### src/rtl/fetch_sequencer_if.sv
// Handshake and status bundle between the fetch sequencer and its surroundings.
// The sequencer side uses the master modport and the environment the slave one.
// FETCH_SEQ_PERF_EN adds the stall_cycles performance counter to the bundle.
interface fetch_sequencer_if #(
  parameter int STEP_W = 16,
  parameter int IDX_W  = 8
);
  logic              start;
  logic [STEP_W-1:0] num_steps;
  logic              mac_ready;
  logic              wb_done;
  logic              init_start;
  logic              enable;
  logic              finished_one_row;
  logic              final_done;
  logic [IDX_W-1:0]  row_idx;
  logic [IDX_W-1:0]  col_idx;
  logic [STEP_W-1:0] step_idx;
  logic              busy;
  logic              done;
`ifdef FETCH_SEQ_PERF_EN
  logic [31:0]       stall_cycles;
`endif

  modport master (
    input  start, num_steps, mac_ready, wb_done,
    output init_start, enable, finished_one_row, final_done,
    output row_idx, col_idx, step_idx, busy, done
`ifdef FETCH_SEQ_PERF_EN
    , output stall_cycles
`endif
  );

  modport slave (
    output start, num_steps, mac_ready, wb_done,
    input  init_start, enable, finished_one_row, final_done,
    input  row_idx, col_idx, step_idx, busy, done
`ifdef FETCH_SEQ_PERF_EN
    , input stall_cycles
`endif
  );
endinterface

### src/rtl/fetch_sequencer.sv
// Operand fetch controller for the Euler accelerator.
// Per Euler step it walks an N x N matrix row by row, strobing the fetch stage
// to advance, rewind the vector PC at each row end and rewind both PCs at the
// end of the matrix, then waits for the state writeback before the next step.
// Optional: define FETCH_SEQ_PERF_EN to add a saturating stall_cycles counter.
module fetch_sequencer #(
  parameter int N      = 5,
  parameter int STEP_W = 16,
  parameter int IDX_W  = 8
) (
  input logic                clk,
  input logic                reset,
  fetch_sequencer_if.master  bus
);

  typedef enum logic [2:0] {
    IDLE,
    INIT,
    FETCH,
    WB,
    DONE
  } state_t;

  localparam logic [IDX_W-1:0] LAST_IDX = IDX_W'(N - 1);

  state_t            state;
  logic [IDX_W-1:0]  row_q;
  logic [IDX_W-1:0]  col_q;
  logic [STEP_W-1:0] step_q;
  logic [STEP_W-1:0] steps_q;
  logic              init_q;
  logic              busy_q;
  logic              done_q;

  logic              fetch_en;
  logic              row_end;
  logic              mat_end;

  // Fetch strobes follow mac_ready in the same cycle so no operand slot is lost.
  always_comb begin
    fetch_en = (state == FETCH) && bus.mac_ready;
    row_end  = fetch_en && (col_q == LAST_IDX);
    mat_end  = row_end && (row_q == LAST_IDX);
  end

  // Sequencer state, indices and registered pulse/status outputs.
  always_ff @(posedge clk or negedge reset) begin
    if (!reset) begin
      state   <= IDLE;
      row_q   <= '0;
      col_q   <= '0;
      step_q  <= '0;
      steps_q <= '0;
      init_q  <= 1'b0;
      busy_q  <= 1'b0;
      done_q  <= 1'b0;
    end else begin
      init_q <= 1'b0;
      done_q <= 1'b0;
      case (state)
        IDLE: begin
          if (bus.start) begin
            busy_q <= 1'b1;
            if (bus.num_steps != '0) begin
              steps_q <= bus.num_steps;
              init_q  <= 1'b1;
              state   <= INIT;
            end else begin
              done_q <= 1'b1;
              state  <= DONE;
            end
          end
        end
        INIT: begin
          row_q  <= '0;
          col_q  <= '0;
          step_q <= '0;
          state  <= FETCH;
        end
        FETCH: begin
          if (fetch_en) begin
            if (row_end) begin
              col_q <= '0;
              if (mat_end) begin
                row_q <= '0;
                state <= WB;
              end else begin
                row_q <= row_q + IDX_W'(1);
              end
            end else begin
              col_q <= col_q + IDX_W'(1);
            end
          end
        end
        WB: begin
          if (bus.wb_done) begin
            if (step_q == steps_q - STEP_W'(1)) begin
              done_q <= 1'b1;
              state  <= DONE;
            end else begin
              step_q <= step_q + STEP_W'(1);
              state  <= FETCH;
            end
          end
        end
        DONE: begin
          busy_q <= 1'b0;
          state  <= IDLE;
        end
        default: begin
          busy_q <= 1'b0;
          state  <= IDLE;
        end
      endcase
    end
  end

  assign bus.init_start       = init_q;
  assign bus.enable           = fetch_en;
  assign bus.finished_one_row = row_end;
  assign bus.final_done       = mat_end;
  assign bus.row_idx          = row_q;
  assign bus.col_idx          = col_q;
  assign bus.step_idx         = step_q;
  assign bus.busy             = busy_q;
  assign bus.done             = done_q;

`ifdef FETCH_SEQ_PERF_EN
  logic [31:0] stall_q;

  // Count FETCH cycles lost to MAC back-pressure, saturating at all-ones.
  always_ff @(posedge clk or negedge reset) begin
    if (!reset) begin
      stall_q <= '0;
    end else if (state == INIT) begin
      stall_q <= '0;
    end else if ((state == FETCH) && !bus.mac_ready && (stall_q != '1)) begin
      stall_q <= stall_q + 32'd1;
    end
  end

  assign bus.stall_cycles = stall_q;
`endif

endmodule

### src/flat_wrapper.sv
// flat-port wrapper written by rule: the top's interface ports become plain ports
module fetch_sequencer_flat 
#(
  parameter int N      = 5,
  parameter int STEP_W = 16,
  parameter int IDX_W  = 8
)
  (clk, reset, bus_start, bus_num_steps, bus_mac_ready, bus_wb_done, bus_init_start, bus_enable, bus_finished_one_row, bus_final_done, bus_row_idx, bus_col_idx, bus_step_idx, bus_busy, bus_done);
  fetch_sequencer_if #(.STEP_W(STEP_W), .IDX_W(IDX_W)) bus_i ();
  input logic clk;
  input logic reset;
  input wire logic [$bits(bus_i.start)-1:0] bus_start;
  input wire logic [$bits(bus_i.num_steps)-1:0] bus_num_steps;
  input wire logic [$bits(bus_i.mac_ready)-1:0] bus_mac_ready;
  input wire logic [$bits(bus_i.wb_done)-1:0] bus_wb_done;
  output wire logic [$bits(bus_i.init_start)-1:0] bus_init_start;
  output wire logic [$bits(bus_i.enable)-1:0] bus_enable;
  output wire logic [$bits(bus_i.finished_one_row)-1:0] bus_finished_one_row;
  output wire logic [$bits(bus_i.final_done)-1:0] bus_final_done;
  output wire logic [$bits(bus_i.row_idx)-1:0] bus_row_idx;
  output wire logic [$bits(bus_i.col_idx)-1:0] bus_col_idx;
  output wire logic [$bits(bus_i.step_idx)-1:0] bus_step_idx;
  output wire logic [$bits(bus_i.busy)-1:0] bus_busy;
  output wire logic [$bits(bus_i.done)-1:0] bus_done;
  assign bus_i.start = bus_start;
  assign bus_i.num_steps = bus_num_steps;
  assign bus_i.mac_ready = bus_mac_ready;
  assign bus_i.wb_done = bus_wb_done;
  assign bus_init_start = bus_i.init_start;
  assign bus_enable = bus_i.enable;
  assign bus_finished_one_row = bus_i.finished_one_row;
  assign bus_final_done = bus_i.final_done;
  assign bus_row_idx = bus_i.row_idx;
  assign bus_col_idx = bus_i.col_idx;
  assign bus_step_idx = bus_i.step_idx;
  assign bus_busy = bus_i.busy;
  assign bus_done = bus_i.done;
  fetch_sequencer #(.N(N), .STEP_W(STEP_W), .IDX_W(IDX_W)) u_core (.clk(clk), .reset(reset), .bus(bus_i));
endmodule
### config.mk
export PLATFORM = sky130hd
export DESIGN_NAME = fetch_sequencer_flat
export DESIGN_NICKNAME = d
export VERILOG_FILES = /design/src/rtl/fetch_sequencer_if.sv /design/src/rtl/fetch_sequencer.sv /design/src/flat_wrapper.sv
export SDC_FILE = /design/constraint.sdc
export NUM_CORES = 1
export LEC_CHECK = 0
export BUFFER_PORTS_ARGS = -buffer_cell sky130_fd_sc_hd__buf_2
export CAP_MARGIN = 15
export CORE_UTILIZATION = 51
export DETAILED_ROUTE_END_ITERATION = 10
export HOLD_SLACK_MARGIN = 0.1
export PLACE_DENSITY = 0.85
export SLEW_MARGIN = 20
export SYNTH_ARGS = -nofsm -noshare
export SYNTH_HDL_FRONTEND = slang
export SYNTH_SLANG_ARGS = --single-unit
### constraint.sdc
create_clock -name clk -period 3.2 [get_ports clk]
set_clock_uncertainty 0.2 [all_clocks]
set_input_delay 0.64 -clock clk [delete_from_list [all_inputs] [get_ports clk]]
set_output_delay 0.64 -clock clk [all_outputs]
set_load 0.02 [all_outputs]
# After elaboration in Yosys (flattened, before gate mapping)
# Index checks and enable logic that the tools add are counted.
[totals] input_bits=21 out_inout_bits=38 word_cells=67 ff_bits=54
[classes] n_mux=28 bitwise=1 addsub=4 n_eq_ne=12 reduce_logical=14
[ops] operator="two-way mux 8 bit" count=5
[ops] operator="two-way mux 16 bit" count=2
[ops] operator="case mux 16 bit (2 select lines)" count=1
[ops] operator="case mux 8 bit (2 select lines)" count=2
[ops] operator="two-way mux 3 bit" count=7
[ops] operator="adder 16 x 1 -> 16 bit (second input constant)" count=1
[ops] operator="adder 8 x 1 -> 8 bit (second input constant)" count=2
[ops] operator="equality test 16 bit" count=1
[ops] operator="equality test 8 x 3 -> 1 bit (second input constant)" count=2
[ops] operator="nonzero test 16 bit" count=1
[ops] operator="subtractor 16 x 1 -> 16 bit (second input constant)" count=1
[ops] operator="!= test 2 bit (second input constant)" count=6
[ops] operator="case mux 3 bit (4 select lines)" count=1
[ops] operator="AND reduction 3 bit" count=3
[ops] operator="two-way mux 1 bit" count=8
[ops] operator="equality test 3 x 2 -> 1 bit (second input constant)" count=2
[ops] operator="AND reduction 5 bit" count=1
[ops] operator="case mux 1 bit (2 select lines)" count=2
[ops] operator="AND reduction 2 bit" count=2
[ops] operator="nonzero test 2 bit" count=2
[ops] operator="equality test 3 x 1 -> 1 bit (second input constant)" count=1
[ops] operator="logical AND 1 bit" count=3
[ops] operator="zero test 3 bit" count=1
[ops] operator="OR reduction 3 bit" count=1
[ops] operator="NOT 1 bit" count=1

# Longest topological paths before layout
[depth] word_depth=8 mapped_depth=11 ltp_nobuf=9

# Worst setup path after synthesis
# No wires, ideal clock.
[synth_path] path_kind="input port to flip-flop" start="input port bus_mac_ready" end="register u_core.row_q[5], in the netlist u_core.bus.row_idx[5]" t_required_ns=2.864 setup_ns=0.136 arrival_ns=2.905 setup_slack_ns=-0.041 path_buffers=2 path_stages=9 cell_sequence="nor4bb_1 > and3_1 > clkbuf_1 > and4_1 > or3_1 > clkbuf_1 > o21ai_0 > nand2_1 > o21ai_0"
[synth_via] elab_chain_cells=7 word_cells_on_any_way=10 cone_classes="eq/ne (2); mux (4); reduce/logical (4)"
[synth_rtl] item="from (decl)" line_no="flat_wrapper.sv:14" text="input wire logic [$bits(bus_i.mac_ready)-1:0] bus_mac_ready;"
[synth_rtl] item="logical AND 1 bit" line_no="fetch_sequencer.sv:41" text="fetch_en = (state == FETCH) && bus.mac_ready;"
[synth_rtl] item="logical AND 1 bit" line_no="fetch_sequencer.sv:42" text="row_end = fetch_en && (col_q == LAST_IDX);"
[synth_rtl] item="net bus_finished_one_row" line_no="flat_wrapper.sv:18" text="output wire logic [$bits(bus_i.finished_one_row)-1:0] bus_finished_one_row;"
[synth_rtl] item="logical AND 1 bit" line_no="fetch_sequencer.sv:43" text="mat_end = row_end && (row_q == LAST_IDX);"
[synth_rtl] item="net bus_final_done" line_no="flat_wrapper.sv:19" text="output wire logic [$bits(bus_i.final_done)-1:0] bus_final_done;"
[synth_rtl] item="two-way mux 8 bit" line_no="fetch_sequencer.sv:84" text="if (mat_end) begin"
[synth_rtl] item="two-way mux 8 bit" line_no="fetch_sequencer.sv:82" text="if (row_end) begin"
[synth_rtl] item="two-way mux 8 bit" line_no="fetch_sequencer.sv:81" text="if (fetch_en) begin"
[synth_rtl] item="case mux 8 bit (2 select lines)" line_no="fetch_sequencer.sv:60" text="case (state)"
[synth_rtl] item="to (signal assigned)" line_no="fetch_sequencer.sv:88" text="row_q <= row_q + IDX_W'(1);"
[synth_rtl] item="to (decl)" line_no="fetch_sequencer.sv:27" text="logic [IDX_W-1:0] row_q;"
# The timed path passes the listed nets, and every way through them passes these cells. The select of a mux whose other input is x is not followed.
# A chain may end at the register's enable or synchronous reset.

# Final worst setup path
[layout_path] start="register u_core.steps_q[8]" end="register u_core.step_q[8], in the netlist u_core.bus.step_idx[8]"
[layout_via] elab_chain_cells=4
[layout_rtl] item="from (decl)" line_no="fetch_sequencer.sv:30" text="logic [STEP_W-1:0] steps_q;"
[layout_rtl] item="from (signal assigned)" line_no="fetch_sequencer.sv:65" text="steps_q <= bus.num_steps;"
[layout_rtl] item="subtractor 16 x 1 -> 16 bit" line_no="fetch_sequencer.sv:97" text="if (step_q == steps_q - STEP_W'(1)) begin"
[layout_rtl] item="equality test 16 bit" line_no="fetch_sequencer.sv:97"
[layout_rtl] item="!= test 2 bit (no source line)"
[layout_rtl] item="AND reduction 3 bit (no source line)"
[layout_rtl] item="to (signal assigned)" line_no="fetch_sequencer.sv:101" text="step_q <= step_q + STEP_W'(1);"
[layout_rtl] item="to (decl)" line_no="fetch_sequencer.sv:29" text="logic [STEP_W-1:0] step_q;"
# Every way passes these cells.

==> results.md <==
- Max-Cap Viols: 0
- Total power per unit cell area: 724 mW/mm^2
- DRC errors left: 0
- Die span in y: 82.2 um
- Share of the core filled with cells in the final layout: 63.4%
- Area inside the core boundary: 0.00606 mm^2
- Reg2Reg Launch Point: u_core.steps_q[8]
- Slew at the pin with the worst max-slew slack: 0.684 ns
- Via count of the first global-routing pass: 3,022
- Post-synthesis async set-or-reset flop share: 100%
- Logic depth of the worst register-to-register path: 8
- Clock Tree Buf Depth: 2
- Row Count: 28
- Starting DRC count in detailed routing: 176
- Routed WL per cell: 16.0 um
- Proportion of layout cells with a drive suffix above 1: 21.5%
- Clock tree from TritonCTS: yes
- DIE AREA: 0.00675 mm^2
- Required time of the worst setup path: 3.21 ns
- Most common cell after layout, fill and taps aside: sky130_fd_sc_hd__nand2_1
- Sequential cell fraction of total power: 38.7%
- Area Growth Syn to Fin: 17.1%
- Antenna violations before repair: 0
- Mean instance size in the synthesized netlist: 8.63 um^2
- Final number of setup-violating endpoints: 0
- Final Max Tran Viols: 0
- Post-DP HPWL: 6110 um
- Critical Path Source Type: register
- Achievable frequency: 325 MHz
- Share of power burned in combinational logic: 45.8%
- Wire length after detailed routing: 8360 um
- Total via count in the routed design: 3,186
- Number of antenna-violating nets in the routed design: 0
- Power share of the clock group: 15.5%
- Final worst path period share: 96.0%
- Routability congestion estimate: 0.927
- Net count after synthesis: 407
- Number of clock buffers inserted by TritonCTS: 5
- Final Hold Violating Endpoints: 0
- Count of TritonRoute iterations in the first routing pass: 6
- Largest net degree at the start of global routing: 55
- Reg-to-reg endpoint: u_core.bus.step_idx[8]
- Number of primary I/O pins: 59
- PortBufs: 58
- Class of the worst hold path: in2async
- Most used cells in the layout excluding fill and tap cells: 74 x sky130_fd_sc_hd__nand2_1, 58 x sky130_fd_sc_hd__buf_2, 53 x sky130_fd_sc_hd__dfrtp_1, 26 x sky130_fd_sc_hd__o21ai_0, 19 x sky130_fd_sc_hd__nor2_1
- Leak pwr: 0.00180 uW
- Clock tree root driver cell: sky130_fd_sc_hd__clkbuf_8
- Layout Nets: 473
- Top_reg_cell synth: sky130_fd_sc_hd__dfrtp_1
- Largest fanout on the critical path: 8
- Number of instances in the synthesized netlist: 380
- Launch point of the worst path: u_core.steps_q[8]
- Global-route total usage across every layer: 26.9%
- Die span in x: 82.2 um
- Fraction of the yosys area taken by sequential cells: 41.2%
- Initial Utilization: 54.1%
- Worst setup slack for register-to-register paths: 0.13 ns
- Synth cell types: 54
- Yosys Warn Count: 0
- Mapped cell area: 0.00328 mm^2
- Post-layout minimum cycle time: 3.07 ns
- Antenna diode count: 0
- Post-synthesis register bit count: 54
- Power dissipated by switching net loads: 1190 uW
- Run status: complete, no violations
- Internal power: 1590 uW
- Clk pin slew, worst setup/hold paths: 0.10 ns
- Worst Setup End Kind: register
- Unrepaired setup endpoints after global routing: no
- Number of buffers inserted by hold repair at cts: 0
- Number of enable flip-flop cells after synthesis: 0
- Tightest hold margin: 0.246 ns
- Worst VDD drop: 0.552 mV
- Category of the critical setup timing path: reg2reg
- First-pass GRT wire length: 13,900 um
- Vias per cell: 6.10
- # clock sinks: 54
- Clock insertion delay at the later pin of the skew report: 0.31 ns
- Htree depth: 2
- Net switching fraction of the power: 42.8%
- Aggregate global routing overflow: 0
- Critical path data arrival time: 3.09 ns
- Remaining max-slew budget at the tightest pin: 54.4%
metrics by stage:
stage | area (um^2) | instances | setup slack [ns] | power (uW) | TNS [ns]
2_1_floorplan | 3280 | 380 | 0.144 | 1900 | 0
3_3_place_gp | 3700 | 512 | 0.119 | 2240 | 0
3_5_place_dp | 3700 | 512 | -0.0426 | 2290 | -0.0426
4_1_cts | 3810 | 520 | 0.0201 | 2720 | 0
5_1_grt | 3840 | 522 | 0.00828 | 2960 | 0
6_report | 3840 | 522 | 0.128 | 2780 | 0
final cells by class:
class,count,area [um^2]
Timing Repair Buffer,74,423
Sequential cell,54,1350
Tap cell,75,93.8
Multi-Input combinational cell,297,1810
Inverter,14,52.6
Clock inverter,1,8.76
Clock buffer,7,96.3
Fill cell,550,2220
power groups by stage:
stage	clock, uW	combinational [uW]	sequential (uW)
after floorplan	0	791	1110
after global placement	0	1170	1070
after detailed placement	0	1210	1080
after CTS	431	1230	1060
after global routing	457	1400	1100
final	431	1270	1070
what timing repair did:
action                     CTS  global route
gates resized for setup      1             6
pin swaps                    0             5
cloned                       0             0
setup endpoints to repair    2            16
setup buffers                0             2
worst max-delay path: stages, from the launching register on:
cell and delay, ns:
sky130_fd_sc_hd__dfrtp_1 0.40, sky130_fd_sc_hd__or4_4 0.58, sky130_fd_sc_hd__or4_4 0.44, sky130_fd_sc_hd__o211ai_1 0.25, sky130_fd_sc_hd__nand4_1 0.22, sky130_fd_sc_hd__o41ai_4 0.37
sky130_fd_sc_hd__buf_4 0.20, sky130_fd_sc_hd__nor3_1 0.05, sky130_fd_sc_hd__o221a_2 0.27
Yosys cell counts (4+ instances only):
master                     number  area [um^2]
sky130_fd_sc_hd__nor2b_1        6         37.5
sky130_fd_sc_hd__dfrtp_1       54         1350
sky130_fd_sc_hd__inv_1         13         48.8
sky130_fd_sc_hd__nand3_1       17         85.1
sky130_fd_sc_hd__nor2_1        19         71.3
sky130_fd_sc_hd__nor4_1         9         56.3
sky130_fd_sc_hd__xnor2_1       13          114
sky130_fd_sc_hd__or3_1         15         93.8
sky130_fd_sc_hd__nor3_1        10         50.1
sky130_fd_sc_hd__and3_1         8         50.1
sky130_fd_sc_hd__nand2b_1       4         25.0
sky130_fd_sc_hd__nand2_1       74          278
sky130_fd_sc_hd__o211ai_1       7         52.6
sky130_fd_sc_hd__o31ai_1        5         37.5
sky130_fd_sc_hd__ha_1           6         75.1
sky130_fd_sc_hd__a21oi_1       14         70.1
sky130_fd_sc_hd__clkbuf_1       9         33.8
sky130_fd_sc_hd__o21ai_0       27          135
sky130_fd_sc_hd__xor2_1         8         70.1
sky130_fd_sc_hd__and4_1         4         35.0
sky130_fd_sc_hd__nand4_1       10         62.6
sequential cells by signal, indices dropped and copies added, names as in the netlist:
signal	cells
u_core.state	3
u_core.bus.done	1
u_core.bus.col_idx	8
u_core.bus.row_idx	8
u_core.bus.init_start	1
u_core.bus.step_idx	16
u_core.bus.busy	1
u_core.steps_q	16
worst max path at each step:
stage / to / slack, ns / depth (start not counted)
floorplan: u_core.bus.step_idx[5] / 0.14 / 9
finish: u_core.bus.step_idx[8] / 0.13 / 8
CTS: u_core.bus.step_idx[8] / 0.02 / 9
detailed placement: u_core.bus.step_idx[8] / -0.04 / 8
global placement: u_core.bus.step_idx[8] / 0.12 / 8
global route: u_core.bus.step_idx[8] / 0.008 / 8
routing by layer:
layer	track usage, %	up-vias	wire [um]
met1	34.7	1530	3600
met3	3.96	21	538
met2	45.5	133	4050
met4	10.5	0	171
met5	0	-	0
li1	-	1502	-
kinds of logic after synthesis:
group	Yosys count	synth area share, %
multiplexers	2	0.611
AND/OR/NAND/NOR	196	31.1
XOR/XNOR	21	5.61
buffers and inverters	29	4.16
flip-flops	54	41.2
adder cells (fa/ha/maj)	6	2.29
AO/OA/AOI/OAI	72	15.0
Note: power is estimated with default switching activity, not from simulation.
